==> src/rtl/image_window_scanner_pkg.sv <==
// Shared constants and state encoding for the 3x3 window scanner.
//   IMG_W, IMG_H : image dimensions in pixels (fixed at 8x8)
//   DW           : pixel width in bits
//   state_t      : scanner FSM state (IDLE, SCAN, DONE)
package image_window_scanner_pkg;

    localparam int unsigned IMG_W = 8;
    localparam int unsigned IMG_H = 8;
    localparam int unsigned DW    = 8;

    // Window grid is (IMG_H-2) x (IMG_W-2); last row/col index is 5.
    localparam logic [2:0] LAST_R = 3'(IMG_H - 3);
    localparam logic [2:0] LAST_C = 3'(IMG_W - 3);

    typedef logic [1:0] state_t;
    localparam state_t IDLE = 2'd0;
    localparam state_t SCAN = 2'd1;
    localparam state_t DONE = 2'd2;

endpackage

==> src/rtl/image_window_scanner_mem.sv <==
// 64-entry pixel store with a dual-write load port and a 9-tap combinational read.
//   clk      : clock
//   we       : write enable for both load ports
//   adr      : load address for the top half (rows 0-3)
//   data_in1 : pixel written to mem[adr]
//   data_in2 : pixel written to mem[adr+32] (rows 4-7)
//   base     : top-left index of the window (r*8+c)
//   taps     : 3x3 window, taps[0] = top-left, taps[8] = bottom-right
// Contents are deliberately not reset so a reset mid-scan keeps the loaded image.
module img_pixel_mem
    import image_window_scanner_pkg::*;
(
    input  logic                clk,
    input  logic                we,
    input  logic [4:0]          adr,
    input  logic [DW-1:0]       data_in1,
    input  logic [DW-1:0]       data_in2,
    input  logic [5:0]          base,
    output logic [8:0][DW-1:0]  taps
);

    logic [DW-1:0] mem [IMG_W*IMG_H];

    always_ff @(posedge clk) begin
        if (we) begin
            mem[{1'b0, adr}] <= data_in1;
            mem[{1'b1, adr}] <= data_in2;
        end
    end

    // base is at most 45, so base + 18 never exceeds 63.
    for (genvar i = 0; i < 3; i++) begin : g_row
        for (genvar j = 0; j < 3; j++) begin : g_col
            assign taps[i*3+j] = mem[base + 6'(i*IMG_W + j)];
        end
    end

endmodule

==> src/rtl/image_window_scanner.sv <==
// Buffers an 8x8 image loaded two pixels per clock, then on start emits every 3x3
// window (36 in total, row-major order) on nine registered outputs.
//   clk          : clock, rising edge
//   reset        : asynchronous active-low reset
//   start        : 0 = load mode, 1 = request/hold scan
//   ext_mem_adr  : load address 0..31; larger values write nothing
//   data_in1/2   : pixels for mem[adr] and mem[adr+32]
//   complete     : high after the last window, until start drops
//   out1..out9   : current window, out1 top-left, out5 centre, out9 bottom-right
module image_window_scanner
    import image_window_scanner_pkg::*;
(
    input  logic          clk,
    input  logic          reset,
    input  logic          start,
    input  logic [7:0]    ext_mem_adr,
    input  logic [DW-1:0] data_in1,
    input  logic [DW-1:0] data_in2,
    output logic          complete,
    output logic [DW-1:0] out1,
    output logic [DW-1:0] out2,
    output logic [DW-1:0] out3,
    output logic [DW-1:0] out4,
    output logic [DW-1:0] out5,
    output logic [DW-1:0] out6,
    output logic [DW-1:0] out7,
    output logic [DW-1:0] out8,
    output logic [DW-1:0] out9
);

    state_t            state;
    logic [2:0]        r;
    logic [2:0]        c;
    logic [8:0][DW-1:0] win;
    logic [8:0][DW-1:0] taps;
    logic              we;

    assign we = (state == IDLE) && !start && (ext_mem_adr < 8'd32);

    img_pixel_mem u_mem (
        .clk      (clk),
        .we       (we),
        .adr      (ext_mem_adr[4:0]),
        .data_in1 (data_in1),
        .data_in2 (data_in2),
        .base     ({r, c}),
        .taps     (taps)
    );

    always_ff @(posedge clk or negedge reset) begin
        if (!reset) begin
            state    <= IDLE;
            r        <= '0;
            c        <= '0;
            win      <= '0;
            complete <= 1'b0;
        end else begin
            case (state)
                IDLE: begin
                    if (start) begin
                        state <= SCAN;
                        r     <= '0;
                        c     <= '0;
                    end
                end
                SCAN: begin
                    win <= taps;
                    if (c == LAST_C) begin
                        c <= '0;
                        if (r == LAST_R) begin
                            r     <= '0;
                            state <= DONE;
                        end else begin
                            r <= r + 3'd1;
                        end
                    end else begin
                        c <= c + 3'd1;
                    end
                end
                DONE: begin
                    // complete follows start; dropping start returns to load mode.
                    if (start) begin
                        complete <= 1'b1;
                    end else begin
                        complete <= 1'b0;
                        state    <= IDLE;
                    end
                end
                default: state <= IDLE;
            endcase
        end
    end

    assign out1 = win[0];
    assign out2 = win[1];
    assign out3 = win[2];
    assign out4 = win[3];
    assign out5 = win[4];
    assign out6 = win[5];
    assign out7 = win[6];
    assign out8 = win[7];
    assign out9 = win[8];

endmodule

==> config.mk <==
export PLATFORM = sky130hd
export DESIGN_NAME = image_window_scanner
export DESIGN_NICKNAME = d
export VERILOG_FILES = /design/src/rtl/image_window_scanner_pkg.sv /design/src/rtl/image_window_scanner_mem.sv /design/src/rtl/image_window_scanner.sv
export SDC_FILE = /design/constraint.sdc
export NUM_CORES = 1
export LEC_CHECK = 0
export BUFFER_PORTS_ARGS = -buffer_cell sky130_fd_sc_hd__buf_2
export CORE_MARGIN = 10
export CORE_UTILIZATION = 30
export DETAILED_ROUTE_END_ITERATION = 8
export GPL_TIMING_DRIVEN = 0
export PLACE_DENSITY = 0.54
export SLEW_MARGIN = 5
export SYNTH_ARGS = -nofsm -noshare
export SYNTH_HDL_FRONTEND = slang
export SYNTH_SLANG_ARGS = --single-unit
==> constraint.sdc <==
create_clock -name clk -period 3.4 [get_ports clk]
set_clock_uncertainty 0.15 [all_clocks]
set_input_delay 0.34 -clock clk [delete_from_list [all_inputs] [get_ports clk]]
set_output_delay 0.34 -clock clk [all_outputs]
set_load 0.02 [all_outputs]
==> impl_metrics.toml <==
[setup_path]
cp_top_family = "buffers and inverters"
crit_chain = "buf_2 -> nand2b_1 -> clkdlybuf4s15_2 -> buf_2 -> o22ai_1 -> nor2_2 -> mux2i_1 -> o221ai_1 -> o22a_1"
critPathKind = "reg2reg"
r2r_end = "out7[2]"
worstPathRequired_ps = 3840
crit_arrival_ps = 3900
r2r-start = "c[2]"
start_kind = "flip-flop"
r2r_cells = 9
critPathMaxFanout = 10
worst_path_most_repeated_cell = "buf_2"
reg2reg_setup_slack_ps = -60
crit_path_max_incr_delay_ps = 570
path_depth = 9
cp_slowest_cell = "clkdlybuf4s15_2"
path_buf_inv = 3
end_kind = "flip-flop"

[route]
wl_mm = 167
viasPerCell = 6.42
vias = 26600
drt-initial-drc-count = 4529
detail-route-antenna-nets = 0
first_pass_iters = 6
drc = 0
wl_per_cell_um = 40.2

[outcome]
status = "finished, violations left"
failed_checks = "capacitance limit, slew limit, setup timing"

[sta]
period_needed_ps = 3460
drv_slew = 10
rsz0062_at_grt = "yes"
max_freq_mhz = 289
worstMarginPinSlew_ps = 1500
setup_slack_ps = -55.2
setup_viol = 6
timing.final.crit_share_pct = 102
fin_tns_setup_ps = -138
maxSlewHeadroom_pct = -0.156
hold_violations = 0

[floorplan]
coreArea_mm2 = 0.112
num_rows = 123
initial_core_util_pct = 30.2
fp.dieH_um = 357
die_x_um = 357
dieArea_mm2 = 0.127
ios = 100

[cts]
htree_levels = 3
tritoncts = "yes"
clk_pin_slew_worst_paths_ps = 70
clock_latency_ps = 650
numCtsBuffers = 71
cts_buffer_depth = 3
cts_root_buf = "clkbuf_16"
cts.sinks = 593

[placement]
pre_cts_ws_ps = -2350
hpwl_mm = 122
io_buffer_count = 99
globalplace.congestion = 1.01
place_area_mm2 = 0.0370

[logic_synthesis]
syn_inst = 2389
synth-seq-cells = 593
synthXorXnorAreaFrac_pct = 0.636
synth_fa_ha_area_share_pct = 0.258
yosys.area.top_type = "edfxtp_1"
synth_ff_type = "edfxtp_1"
ys_top_cells_by_area = "edfxtp_1 (45%), mux4_2 (22%), dfrtp_1 (6.0%)"
syn-num-nets = 2423
synth_edf_count = 512
ys_seq_area_share_pct = 51.2
yosysWarnings = 0
synth_common_cells = "edfxtp_1 (512), mux4_2 (328), nand2_1 (261)"
synth_compound_area_share_pct = 7.65
synth_cell_types = 58
async_flop_share_pct = 13.7
yosys.area_share.simple_pct = 6.92
avgSynthCellArea_um2 = 14.2
synth_top_family_by_area = "multiplexers"
synthMuxAreaShare_pct = 30.4
synth_top_area_share_pct = 45.2
post-synth-top-count-cell = "edfxtp_1"
syn_area_mm2 = 0.0340

[global_route]
grt_first_pass_wirelength_mm = 223
grt_max_degree = 43
grt_remaining_overflow = 0
grt_usage_pct = 25.5
grt_pass1_vias = 24900
antenna_found_initial = 10

[finish]
seq_area_mm2 = 0.0174
finalInstanceArea_mm2 = 0.0407
drive_above_1_share_pct = 38.2
nets = 2625
fill_cells = 10700
multi_input_area_mm2 = 0.0163
syn_to_final_growth_pct = 19.6

[worst_hold_path]
hold_path.startpoint = "data_in1[5]"
hold_depth = 1
whs_endpoint = "u_mem.mem[30][5]"
worst_hold_path_type = "in2reg"

[run]
drv_cap = 1
-- registers in the layout, summed over array words and instances (netlist names), 8 cells and up --
name / flops
out1: 8
out2: 8
out3: 8
out4: 8
out5: 8
out6: 8
out7: 8
out8: 8
out9: 8
u_mem.mem: 512
-- kinds of logic (layout without fill, tap and decap cells) --
kind of cell,count (synthesis),after routing
xor gates and xnor gates,23,23
and+or+nand+nor,566,566
DFF,593,593
buffers and inverters,210,469
muxes,601,601
other,0,3
AOI/OAI and AO/OA,389,389
adders and majority gates,7,7
-- per-layer routing --
layer | routed length (µm) | track usage (%)
met1 | 60000 | 31.8
met2 | 70400 | 37.2
met3 | 25500 | 10.8
met4 | 11000 | 13.8
met5 | 92 | 0
-- placed cells by master, fill, tap and decap left out, types with 36 or more instances in the layout --
master | synthesis | final
clkbuf_1 | 84 | 36
mux4_2 | 328 | 328
mux2i_1 | 110 | 99
clkbuf_16 | 0 | 79
buf_2 | 54 | 129
mux2_2 | 159 | 157
nand2_1 | 261 | 249
a21oi_1 | 69 | 67
dfrtp_1 | 81 | 78
edfxtp_1 | 512 | 512
nor2_1 | 188 | 144
buf_4 | 12 | 39
o22ai_1 | 118 | 116
o21ai_0 | 40 | 40
-- through the flow --
step	util, %	hold WS, ps	std cells
2_1_floorplan	-	-106	2389
3_3_place_gp	32.4	301	3988
3_5_place_dp	32.9	221	4004
5_1_grt	36.1	87.7	4148
6_report	36.2	55.8	4151
4_1_cts	35.9	34.1	4144
-- worst max path at each step --
| stage | start | to | slack (ps) |
|---|---|---|---|
| floorplan | c[1] | out2[7] | 40 |
| global placement | c[1] | out5[7] | -2360 |
| detailed placement | c[1] | out5[7] | -2350 |
| CTS | c[1] | out5[7] | -40 |
| global route | c[1] | out5[3] | -0.4 |
| finish | c[2] | out7[2] | -60 |
-- repair_timing --
action / 4_1_cts / 5_1_grt
gates resized for setup: 225 / 89
hold endpoints to repair: 62 / 0
setup endpoints to repair: 76 / 59
cloned: 4 / 0
pin swaps: 6 / 3
setup buffers: 10 / 6
hold buffers: 2 / 0
-- area by class of cell --
type	count	share of cell area, %
sequential	593	42.8
buffer	185	3.57
multi-input combinational	1586	40.1
inverter	17	0.240
antenna	3	0.0185
timing repair buffer	137	2.70
clock inverter	47	1.24
clock buffer	83	4.69
tap	1500	4.61
Power is not shown: default switching activity piles up to over one toggle a cycle in this logic, so the estimate is an artifact.
